[src/rtl/lcd1602_reader_if.sv]
// Request/response handshake and LCD pin bundle for the LCD1602 read engine.
// The master side is the requester plus panel; the slave side is the reader.
interface lcd1602_reader_if;
  logic       rd_req;
  logic       rd_rs;
  logic       rd_poll;
  logic [7:0] lcd_data_in;
  logic       LCD_RS;
  logic       LCD_RW;
  logic       LCD_EN;
  logic       rd_ready;
  logic [7:0] rd_data;
  logic       rd_valid;
  logic       bf_timeout;

  modport master (
    output rd_req, rd_rs, rd_poll, lcd_data_in,
    input  LCD_RS, LCD_RW, LCD_EN, rd_ready, rd_data, rd_valid, bf_timeout
  );

  modport slave (
    input  rd_req, rd_rs, rd_poll, lcd_data_in,
    output LCD_RS, LCD_RW, LCD_EN, rd_ready, rd_data, rd_valid, bf_timeout
  );
endinterface

[src/rtl/lcd1602_reader.sv]
// LCD1602 read engine: one timed RS/RW/EN read strobe per request, optionally
// repeated on the busy flag until it clears or the poll budget runs out.
module lcd1602_reader #(
  parameter int unsigned SETUP_CYC   = 4,
  parameter int unsigned EN_HIGH_CYC = 12,
  parameter int unsigned HOLD_CYC    = 4,
  parameter int unsigned POLL_MAX    = 200
) (
  input logic             clk,
  input logic             rst,
  lcd1602_reader_if.slave bus
);

  localparam logic [7:0] SetupLast = 8'(SETUP_CYC - 1);
  localparam logic [7:0] EnLast    = 8'(EN_HIGH_CYC - 1);
  localparam logic [7:0] HoldLast  = 8'(HOLD_CYC - 1);
  localparam logic [7:0] PollMax   = 8'(POLL_MAX);

  typedef enum logic [2:0] {StIdle, StSetup, StEnHi, StHold, StDone} state_e;

  state_e     state_q, state_d;
  logic [7:0] phase_q, phase_d;
  logic [7:0] poll_cnt_q, poll_cnt_d;
  logic [7:0] cap_q, cap_d;
  logic [7:0] data_q, data_d;
  logic       rs_q, rs_d;
  logic       poll_q, poll_d;

  logic lcd_rs, lcd_rw, lcd_en, ready, valid, timeout;

  always_ff @(posedge clk) begin
    if (rst) begin
      state_q    <= StIdle;
      phase_q    <= '0;
      poll_cnt_q <= '0;
      cap_q      <= '0;
      data_q     <= '0;
      rs_q       <= 1'b0;
      poll_q     <= 1'b0;
    end else begin
      state_q    <= state_d;
      phase_q    <= phase_d;
      poll_cnt_q <= poll_cnt_d;
      cap_q      <= cap_d;
      data_q     <= data_d;
      rs_q       <= rs_d;
      poll_q     <= poll_d;
    end
  end

  always_comb begin
    state_d    = state_q;
    phase_d    = phase_q;
    poll_cnt_d = poll_cnt_q;
    cap_d      = cap_q;
    data_d     = data_q;
    rs_d       = rs_q;
    poll_d     = poll_q;
    lcd_rs     = 1'b0;
    lcd_rw     = 1'b0;
    lcd_en     = 1'b0;
    ready      = 1'b0;
    valid      = 1'b0;
    timeout    = 1'b0;

    unique case (state_q)
      StIdle: begin
        ready = 1'b1;
        if (bus.rd_req) begin
          rs_d       = bus.rd_rs;
          // Polling only makes sense on the busy-flag register.
          poll_d     = bus.rd_poll & ~bus.rd_rs;
          poll_cnt_d = '0;
          phase_d    = '0;
          state_d    = StSetup;
        end
      end
      StSetup: begin
        lcd_rs = rs_q;
        lcd_rw = 1'b1;
        if (phase_q == SetupLast) begin
          phase_d = '0;
          state_d = StEnHi;
        end else begin
          phase_d = phase_q + 8'd1;
        end
      end
      StEnHi: begin
        lcd_rs = rs_q;
        lcd_rw = 1'b1;
        lcd_en = 1'b1;
        if (phase_q == EnLast) begin
          cap_d      = bus.lcd_data_in;
          poll_cnt_d = poll_cnt_q + 8'd1;
          phase_d    = '0;
          state_d    = StHold;
        end else begin
          phase_d = phase_q + 8'd1;
        end
      end
      StHold: begin
        lcd_rs = rs_q;
        lcd_rw = 1'b1;
        if (phase_q == HoldLast) begin
          phase_d = '0;
          if (poll_q && cap_q[7] && (poll_cnt_q < PollMax)) begin
            state_d = StSetup;
          end else begin
            data_d  = cap_q;
            state_d = StDone;
          end
        end else begin
          phase_d = phase_q + 8'd1;
        end
      end
      StDone: begin
        valid   = 1'b1;
        timeout = poll_q & cap_q[7];
        state_d = StIdle;
      end
      default: state_d = StIdle;
    endcase
  end

  assign bus.LCD_RS     = lcd_rs;
  assign bus.LCD_RW     = lcd_rw;
  assign bus.LCD_EN     = lcd_en;
  assign bus.rd_ready   = ready;
  assign bus.rd_data    = data_q;
  assign bus.rd_valid   = valid;
  assign bus.bf_timeout = timeout;

endmodule

[src/flat_wrapper.sv]
// flat-port wrapper written by rule: the top's interface ports become plain ports
module lcd1602_reader_flat 
#(
  parameter int unsigned SETUP_CYC   = 4,
  parameter int unsigned EN_HIGH_CYC = 12,
  parameter int unsigned HOLD_CYC    = 4,
  parameter int unsigned POLL_MAX    = 200
)
  (clk, rst, bus_rd_req, bus_rd_rs, bus_rd_poll, bus_lcd_data_in, bus_LCD_RS, bus_LCD_RW, bus_LCD_EN, bus_rd_ready, bus_rd_data, bus_rd_valid, bus_bf_timeout);
  lcd1602_reader_if bus_i ();
  input logic clk;
  input logic rst;
  input wire logic [$bits(bus_i.rd_req)-1:0] bus_rd_req;
  input wire logic [$bits(bus_i.rd_rs)-1:0] bus_rd_rs;
  input wire logic [$bits(bus_i.rd_poll)-1:0] bus_rd_poll;
  input wire logic [$bits(bus_i.lcd_data_in)-1:0] bus_lcd_data_in;
  output wire logic [$bits(bus_i.LCD_RS)-1:0] bus_LCD_RS;
  output wire logic [$bits(bus_i.LCD_RW)-1:0] bus_LCD_RW;
  output wire logic [$bits(bus_i.LCD_EN)-1:0] bus_LCD_EN;
  output wire logic [$bits(bus_i.rd_ready)-1:0] bus_rd_ready;
  output wire logic [$bits(bus_i.rd_data)-1:0] bus_rd_data;
  output wire logic [$bits(bus_i.rd_valid)-1:0] bus_rd_valid;
  output wire logic [$bits(bus_i.bf_timeout)-1:0] bus_bf_timeout;
  assign bus_i.rd_req = bus_rd_req;
  assign bus_i.rd_rs = bus_rd_rs;
  assign bus_i.rd_poll = bus_rd_poll;
  assign bus_i.lcd_data_in = bus_lcd_data_in;
  assign bus_LCD_RS = bus_i.LCD_RS;
  assign bus_LCD_RW = bus_i.LCD_RW;
  assign bus_LCD_EN = bus_i.LCD_EN;
  assign bus_rd_ready = bus_i.rd_ready;
  assign bus_rd_data = bus_i.rd_data;
  assign bus_rd_valid = bus_i.rd_valid;
  assign bus_bf_timeout = bus_i.bf_timeout;
  lcd1602_reader #(.SETUP_CYC(SETUP_CYC), .EN_HIGH_CYC(EN_HIGH_CYC), .HOLD_CYC(HOLD_CYC), .POLL_MAX(POLL_MAX)) u_core (.clk(clk), .rst(rst), .bus(bus_i));
endmodule
[config.mk]
export PLATFORM = sky130hd
export DESIGN_NAME = lcd1602_reader_flat
export DESIGN_NICKNAME = d
export VERILOG_FILES = /design/src/rtl/lcd1602_reader_if.sv /design/src/rtl/lcd1602_reader.sv /design/src/flat_wrapper.sv
export SDC_FILE = /design/constraint.sdc
export NUM_CORES = 1
export LEC_CHECK = 0
export ABC_AREA = 1
export CAP_MARGIN = 20
export CORE_UTILIZATION = 45
export DETAILED_ROUTE_END_ITERATION = 16
export PLACE_DENSITY = 0.68
export SLEW_MARGIN = 20
export SYNTH_ARGS = -nofsm -noshare
export SYNTH_HDL_FRONTEND = slang
export SYNTH_SLANG_ARGS = --single-unit
export TNS_END_PERCENT = 50
[constraint.sdc]
create_clock -name clk -period 2.2 [get_ports clk]
set_clock_uncertainty 0.1 [all_clocks]
set_input_delay 0.55 -clock clk [delete_from_list [all_inputs] [get_ports clk]]
set_output_delay 0.55 -clock clk [all_outputs]
set_load 0.05 [all_outputs]
# Word level (Yosys, flattened, before mapping)
# Index checks and enable logic that the tools add are counted.
# classes
bitwise_logic	4
magnitude_cmp	1
eq_ne	10
addsub	2
n_mux	18
reduce_logical	13
# op_table
op	count
8-bit 2-to-1 mux	4
8-bit case mux with 3 select lines	1
8-bit by 1-bit adder with 8-bit output, second input constant	2
8-bit case mux with 2 select lines	1
3-bit 2-to-1 mux	5
3-bit case mux with 4 select lines	1
8-bit by 2-bit == test with 1-bit output, second input constant	1
8-bit by 4-bit == test with 1-bit output, second input constant	1
8-bit less-than comparator, second input constant	1
3-bit by 2-bit == test with 1-bit output, second input constant	2
1-bit 2-to-1 mux	6
2-bit by 1-bit != test with 1-bit output, second input constant	3
2-bit AND reduction	3
3-bit AND reduction	2
4-bit AND reduction	1
3-bit by 1-bit == test with 1-bit output, second input constant	1
3-bit == test, second input constant	1
3-bit logical NOT	1
3-bit nonzero test	1
3-bit OR reduction	1
1-bit AND	2
1-bit logical AND	2
2-bit != test, second input constant	1
1-bit inverter	2
2 further kinds	2
# word_totals
register_bits	37
input_bits	13
out_inout_bits	14
elab_cells	55

# Logic depth before layout (Yosys ltp)
# Gate-level depths: netlist (run 1).
# logic_depth
ltp_word	5
mapped_depth	9
mapped_depth_nobuf	9

# Worst setup path before layout (run 1)
# OpenSTA, ideal clock, no wires.
# synth_timing
path_type	register to output
from	reg u_core.state_q[2]
to	out bus_bf_timeout
path_slack_ns	-0.540
arrival_ns	2.090
required_ns	1.550
stages_incl_launch_ff	3
path_buffers	0
cell_sequence	dfxtp_1 -> inv_2 -> nor4_1
# synth_between
elab_chain_cells	2
# synth_rtl
element	line_no	rtl
start: declaration	lcd1602_reader.sv:21	state_e state_q, state_d;
start signal: assignment	lcd1602_reader.sv:33	state_q <= StIdle;
start signal: assignment	lcd1602_reader.sv:41	state_q <= state_d;
3-bit == test	lcd1602_reader.sv:66	unique case (state_q)
1-bit 2-to-1 mux	lcd1602_reader.sv:66	
end: declaration	flat_wrapper.sv:23	output wire logic [$bits(bus_i.bf_timeout)-1:0] bus_bf_timeout;
# Every way passes these cells.

# Worst setup path after layout (run 1)
# layout_timing
from	reg u_core.data_q[3] (netlist: u_core.bus.rd_data[3])
to	out bus_rd_data[3]
# layout_lines
element	line_no	rtl
start: declaration	lcd1602_reader.sv:25	logic [7:0] data_q, data_d;
start signal: assignment	lcd1602_reader.sv:45	data_q <= data_d;
end: declaration	flat_wrapper.sv:21	output wire logic [$bits(bus_i.rd_data)-1:0] bus_rd_data;
# No word-level cell between the ends.

==> results.md, run 1 <==
Routing:
- After detailed routing, the number of remaining DRC violations is 0.
- The starting DRC count in detailed routing is 45.
- The detail route stage leaves a number of antenna-violating nets equal to 0.
- The first-pass detailed-route iteration total is 4.
- The average wire per cell in the routed design is 11.06 um.
- Dividing the detail-routed via count by the number of cells gives 4.723.
- The total routed wirelength is 3958 um.
- The via total after detailed routing is 1691.

Setup path:
- The kind of capture point of the worst setup path is an output pin.
- The worst setup path is launched from a flop.
- The data arrival at the endpoint of the critical path is 1.43 ns.
- The critical path goes through clkdlybuf4s50_1.
- The number of buffers and inverters on the critical path is 1.
- Along the worst path, the maximum fanout reaches 2.
- The setup path with the least slack is of type reg2out.
- The number of cell instances on the worst register-to-register path is 8.
- Among all stages on the critical path, the largest delay is contributed by clkdlybuf4s50_1.
- In this run the number of cells on the critical path is 1.
- For the worst setup path, the data required time is 1.55 ns.
- The biggest cell delay along the critical path is 0.80 ns.
- The cell family contributing the most delay on the critical path is buffers and inverters.

Finish:
- Cells with a size suffix above 1 make up 14.94% of the layout.
- 0 antenna diodes ended up in the layout.
- The final layout net count is 322.
- Compared with the post-synthesis result, the final layout area differs by 25.51%.
- The filler cells instantiated in the layout total 396.
- Leaving out fill and tap cells, the most frequent cell in the layout is nor2_1.
- In the layout the commonest cells are nor2_1 (65), nand2_1 (59), dfxtp_1 (36).

Timing:
- The pin slew with the least headroom to its limit is 0.5001 ns.
- For this run, the top clock speed supported by timing is 479.8 MHz.
- On the final layout, the worst hold slack is 0.3860 ns.
- Headroom to the max-slew limit came out at 66.56%.
- The number of hold violations in the final report is 0.
- The max-slew violation count was 0.
- The final worst-path cycle share is 94.73%.
- The number of failing setup endpoints in the final timing report is 0.
- The accumulated negative setup slack is 0 ns.
- Setup repair after global routing left no endpoint under its margin.
- The post-route minimum period is 2.084 ns.

Synthesis:
- The synthesized design contains 37 register bits.
- Each instance of the synthesized netlist takes up on average 6.877 um^2.
- The yosys synthesis warning count is 0.
- The mapped netlist covers 1898 um^2.
- Synthesis produced a netlist whose cell count is 276.
- Counting distinct cell types in the post-synthesis netlist gives 28.
- Sequential elements use 39.02% of the synthesized area.
- The net count after synthesis is 291.

Power and ir drop:
- The power per standard cell area is 889.3 nW/um^2.
- VDD sags by at most 0.5873 mV.
- In this run the static leakage power is 1.047 nW.

Clock network:
- The master cell of the clock root buffer is clkbuf_8.
- The tree built by TritonCTS fans out to 37 sinks.
- The number of buffers added by the clock tree synthesis step is 5.
- Clock latency on the worst-skew pair, taken at its later pin, is 0.29 ns.
- The clock input transition at the sequential cells of the worst setup and hold paths is 0.08 ns.
- The count of H-tree levels built during CTS is 2.
- The post-CTS setup-driven buffer insertion count is 0.
- The clock passes through at most 2 buffers.
- TritonCTS built the clock tree.

GRT:
- The first global-routing pass estimated 6665 um of wire.
- The met3 global-route usage is 6.164%.
- The global-route met2 utilization is 30.30%.
- The via count of the first global-routing pass came to 1462.
- met2 is the most crowded layer.
- The maximum number of pins on one net before global-route repair is 18.
- The total routing usage reported by global routing is 20.20%.
- Global routing consumed, on the met1 layer, 26.65% of the routing resources.
- The overflow left after global routing is 0.
- The number of antenna violations at the first check in global routing is 0.

Floorplanning:
- In this run the horizontal extent of the chip is 66.95 um.
- The starting density of the core is 47.11%.
- The placement row count is 23.
- The area of the die is 4482 um^2.
- During I/O placement, the number of pins put on the boundary was 27.
- The area of the core is 4029 um^2.
- The die is 66.95 um tall.

Worst hold path:
- The path class of the lowest-slack min-delay path is reg2reg.
- The worst hold path passes through 2 cells.

Flow run:
- The tool flagged a number of max-cap violations equal to 0.

Place:
- The weighted congestion at the end of routability-driven global placement is 0.8700.
- The wire-length estimate of the detail-placed layout is 2831 um.
- The count of buffers from port buffering is 26.

Run status:
- The flow ran to the end, and the final reports show no timing, DRC or antenna violations.
==> cell type report <==
| cell class | instances | area [um^2] | share of cell area [%] |
|---|---|---|---|
| clock inverters | 2 | 37.54 | 1.576 |
| multi-input cells | 197 | 985.9 | 41.39 |
| flip-flops and latches | 37 | 742.0 | 31.15 |
| repair buffers | 29 | 330.3 | 13.87 |
| clock buffers | 6 | 82.58 | 3.466 |
| inverters | 37 | 141.4 | 5.935 |
| well taps | 50 | 62.56 | 2.626 |
==> repair_timing <==
item / in CTS / in global routing
setup endpoints to repair: 0 / 1
hold buffers: 0 / 0
gates resized for setup: 0 / 1
==> per-layer routing <==
metal | part of all wire [%] | up-vias
met5 | 0 | -
met4 | 1.6 | 0
met3 | 3.2 | 5
met2 | 45 | 22
met1 | 50 | 747
li1 | - | 917
==> cell families after synthesis <==
logic type                 after synthesis  synth area share (%)
AOI/OAI and AO/OA                       28                 9.558
buffers and inverters                   42                 9.361
adders and majority gates                2                 1.318
and+or+nand+nor                        164                 39.35
DFF                                     37                 39.02
xor gates and xnor gates                 3                 1.385
==> report_power, final <==
part	total (mW)	internal, mW	leakage (nW)	switching [mW]
sequential	0.758	0.710	0.300	0.0474
clock	0.624	0.369	0.0574	0.255
combinational	0.737	0.265	0.690	0.472
total	2.12	1.34	1.05	0.774
==> worst paths after layout <==
check | to | from | slack, ns
setup / recovery | bus_rd_data[3] | u_core.bus.rd_data[3] | 0.12
hold / removal | u_core.cap_q[0] | u_core.cap_q[0] | 0.39
setup reg to reg | u_core.poll_cnt_q[7] | u_core.phase_q[1] | 0.53
hold reg to reg | u_core.cap_q[0] | u_core.cap_q[0] | 0.39
==> sequential cells by signal, summed over array words and instances, names as in the netlist <==
signal              count
u_core.bus.rd_data      8
u_core.cap_q            8
u_core.poll_q           1
u_core.phase_q          8
u_core.poll_cnt_q       8
u_core.state_q          3
u_core.rs_q             1
==> synth_stat cells (all sizes together) <==
cell / n / share of area [%]
a211oi: 1 / 0.40
a21oi: 11 / 4.1
buf: 5 / 1.9
dfxtp: 37 / 39
ha: 2 / 1.3
inv: 37 / 7.4
nand2: 66 / 15
nand3: 21 / 7.3
nand4: 1 / 0.33
nor2: 71 / 16
nor3: 4 / 1.1
nor4: 1 / 0.33
o21ai: 14 / 4.3
o21bai: 2 / 0.79
xor2: 3 / 1.4
==> worst reg2reg max path, stage by stage (launching register included) <==
cell and delay (ns):
dfxtp_1 0.39, ha_1 0.25, nand3_2 0.16, nor2_4 0.21, nand2_4 0.14, nand2_4 0.13
nor2_1 0.05, nor2_1 0.10, nor2_1 0.04
==> stage by stage <==
step / setup WS (ns) / instance area [um^2] / utilization, % / instances / power (mW)
finish: 0.1160 / 2382 / 59.13 / 358 / 2.118
global route: 0.05348 / 2382 / 59.13 / 358 / 2.238
CTS: 0.07193 / 2381 / 59.10 / 358 / 2.130
detailed placement: 0.2066 / 2261 / 56.12 / 350 / 1.507
global placement: 0.2369 / 2261 / 56.12 / 350 / 1.506
floorplan: 0.01247 / 1904 / - / 276 / 1.276
(Power assumes the default switching activity.)
==> run 2, diff against run 1 <==
Settings changed: ABC_AREA 1 to 0, CTS_CLUSTER_SIZE set to 28, PLACE_DENSITY 0.68 to 0.69, TNS_END_PERCENT 50 to 5.
==> results.md, run 2 <==
Run status:
- The run finished with clean final reports.

Finish:
- The leading cell type in the layout, fill and taps excluded is dfxtp_1.
- The multi-input gate area in the final layout is 938.4 um^2.
- After filler insertion, the fill cell instance count of the layout stands at 335.
- Summing all flip-flop and latch instances after layout gives 742.0 um^2.
- The number of antenna diodes in the final layout is 0.
- Leaving out fill and tap cells, the most frequent cells in the layout are dfxtp_1 (36), nor2_1 (22), clkdlybuf4s50_1 (20).
- The net count of the finished layout is 235.
- The share of final-layout standard cells stronger than drive strength 1 is 19.00%.
- The final instance area is 2260 um^2.
- The finished layout holds 269 standard cells, fillers aside.
- Compared with the post-synthesis result, the final layout area differs by 29.28%.

Synthesis:
- The net count after synthesis is 198.
- By count the netlist is led by dfxtp_1 (37), nor2_1 (24), mux2i_1 (17).
- The area fraction of the dominant cell type after synthesis is 42.38%.
- dfxtp_1 takes more of the synthesized area than any other cell.
- Synthesis inferred 37 register bits.
- Synthesis handed over a netlist of 183 instances.
- Summing every instance area after synthesis gives 1748 um^2.
- The unique cell type count in the Yosys netlist is 44.
- By area the synthesized netlist is led by dfxtp_1 (42%), mux2i_1 (9.7%), nor2_1 (5.2%), xnor2_1 (3.5%), a211oi_1 (3.0%).
- The share of synthesized area occupied by flip-flops and latches is 42.38%.
- The number of enable flip-flop cells after synthesis is 0.
- The most used flip-flop cell after synthesis is dfxtp_1.
- The yosys synthesis warning count is 0.
- The async set-or-reset flop fraction in the synthesized netlist is 0%.
- After synthesis, the mean cell area works out to 9.552 um^2.
- The most repeated cell in the gate-level netlist after synthesis is dfxtp_1.

Clock network:
- The total number of clock tree sinks is 37.
- The total of hold buffers inserted after clock tree synthesis is 0.
- After clock tree synthesis, the clock-pin slew on the worst setup and hold paths is 0.07 ns.
- The master cell of the clock root buffer is clkbuf_8.
- The number of buffers on the longest clock path is 2.
- The number of buffers added by the clock tree synthesis step is 5.
- The post-CTS setup-driven buffer insertion count is 0.
- The CTS tree is built.
- The count of H-tree levels built during CTS is 2.
- For the worst-skew pair, the clock arrives at the later sink with an insertion delay of 0.29 ns.

Place:
- After detailed placement, the total cell area comes to 2165 um^2.
- The worst-case setup slack after placement is -0.2272 ns.
- The count of buffers from port buffering is 26.
- The half-perimeter wire length after placement is 2809 um.
- Routability-driven placement finished with a final weighted congestion of 0.8683.
- The number of placed instances, taps included, is 261.

Power and ir drop:
- The power per standard cell area is 557.0 nW/um^2.
- In this run the static leakage power is 0.7782 nW.
- VDD sags by at most 0.4664 mV.

Routing:
- The sum of met2 wire segment lengths after detailed routing is 2007 um.
- Routed signal wires occupy layers up through met4.
- In this run the remaining antenna-violating nets after routing total 0.
- The first TritonRoute pass finished after 4 iterations.
- The total routed wirelength is 3862 um.
- The number of design rule violations left after detail routing is 0.
- The via total after detailed routing is 1457.
- The via density per instance is 5.416.
- After detailed routing, the met3 layer carries 118 um of wire.
- The average wire per cell in the routed design is 14.36 um.
- The wire length the detailed router placed on met1 is 1692 um.
- For this block, the initial DRC count from the detailed router was 43.

Setup path:
- At the worst endpoint, the required time is 1.55 ns.
- The cell type of the slowest stage on the worst timing path is dfxtp_1.
- The largest single stage delay on the critical path is 0.34 ns.
- The signal on the critical path passes through buf_4 -> nor2_2 -> and2_2 -> and3_2 -> buf_12.
- The type of origin of the critical path is a flop.
- The setup path with the least slack is of type reg2out.
- Data on the critical path arrives at its endpoint at 1.47 ns.
- In this run the worst path has a maximum fanout of 9.
- STA classifies the critical path endpoint as an output pin.

Timing:
- Hold is met by 0.3616 ns.
- The highest attainable clock frequency is 471.3 MHz.
- Setup violations remaining at the end of the flow were counted as 0.
- The final worst-path cycle share is 96.45%.
- The post-route minimum period is 2.122 ns.
- The accumulated negative setup slack is 0 ns.
- The number of hold violations in the final report is 0.
- The pin slew with the least headroom to its limit is 0.5190 ns.
- Setup repair after global routing left no endpoint under its margin.
- Measured against its own limit, the worst slew margin works out to 65.13%.
- The max-slew violation count is 0.
- The setup slack after layout is 0.07805 ns.

GRT:
- The first global-routing pass estimated 6858 um of wire.
- Entering global routing, the biggest net connects 21 pins.
- The total overflow left after global routing is 0.
- The number of antenna violations at the first check in global routing is 0.
- The total routing usage reported by global routing is 21.57%.
- The via count of the first global-routing pass was 1470.

Floorplanning:
- The area of the core is 3689 um^2.
- The die is 64.33 um wide.
- Once the floorplan was initialized, standard cells occupied 47.39% of the core.
- The floorplan step defined a die boundary enclosing 4138 um^2.
- During I/O placement, the number of pins put on the boundary was 27.
- The die span in y is 64.33 um.
- The initialized floorplan defines 22 standard-cell rows.

Worst hold path:
- In this run the worst hold path is classified as reg2reg.

Flow run:
- Across the run, the number of max-cap violations was 0.
run 2: kinds of logic after synthesis:
kind of cell | after synthesis | synth area share, %
AO/OA/AOI/OAI | 29 | 12.03
XOR/XNOR | 9 | 4.510
adder cells (fa/ha/maj) | 2 | 1.431
buffers and inverters | 12 | 4.653
flip-flops | 37 | 42.38
multiplexers | 17 | 9.735
AND/OR/NAND/NOR | 77 | 25.27
run 2: layer usage:
| metal | vias up | global-route usage, % |
|---|---|---|
| met5 | - | 0 |
| met2 | 23 | 38.29 |
| li1 | 733 | - |
| met3 | 7 | 5.714 |
| met4 | 0 | 6.389 |
| met1 | 694 | 25.08 |
run 2: final cells by class:
cell class	instances	area share, %
Multi-Input combinational cell	134	41.53
Sequential cell	37	32.83
Timing Repair Buffer	40	18.83
Clock buffer	5	3.045
Tap cell	48	2.658
Clock inverter	3	0.7752
Inverter	2	0.3322
run 2: worst max-delay path, delay by kind of cell, from the launching register on:
kind / cells / cell delay (ns)
buf+inv: 2 / 0.33
flops: 1 / 0.34
simple gates: 3 / 0.52
run 2: per-stage QoR:
step	util (%)	power (mW)
CTS	61.06	1.269
global route	61.26	1.313
finish	61.26	1.259
floorplan	-	0.7540
detailed placement	58.68	0.8172
global placement	58.68	0.8124
run 2: path summary, 6_finish.rpt:
| kind | startpoint | slack [ns] | to | depth (start not counted) |
|---|---|---|---|---|
| worst max register to register | u_core.phase_q[1] | 0.19 | u_core.bus.rd_data[0] | 6 |
| worst min-delay path | u_core.rs_q | 0.36 | u_core.rs_q | 2 |
| worst max-delay path | u_core.state_q[1] | 0.08 | bus_bf_timeout | 5 |
| worst min register to register | u_core.rs_q | 0.36 | u_core.rs_q | 2 |
run 2: where the power goes:
group          internal (mW)  switching [mW]  leakage [nW]  total [mW]
registers              0.675         0.00816         0.299       0.683
logic                 0.0619          0.0587         0.435       0.121
clock network          0.218           0.236        0.0439       0.454
run 2: timing repair:
| item | in CTS | in global routing |
|---|---|---|
| setup endpoints to repair | 1 | 6 |
| resized for setup | 1 | 2 |
| endpoints found under the hold margin | 0 | 0 |
==> run 3, diff against run 2 <==
Settings changed: TNS_END_PERCENT 5 to 10.
==> results of run 3 <==
The final DEF is identical to that of run 2; final timing and power are the same.
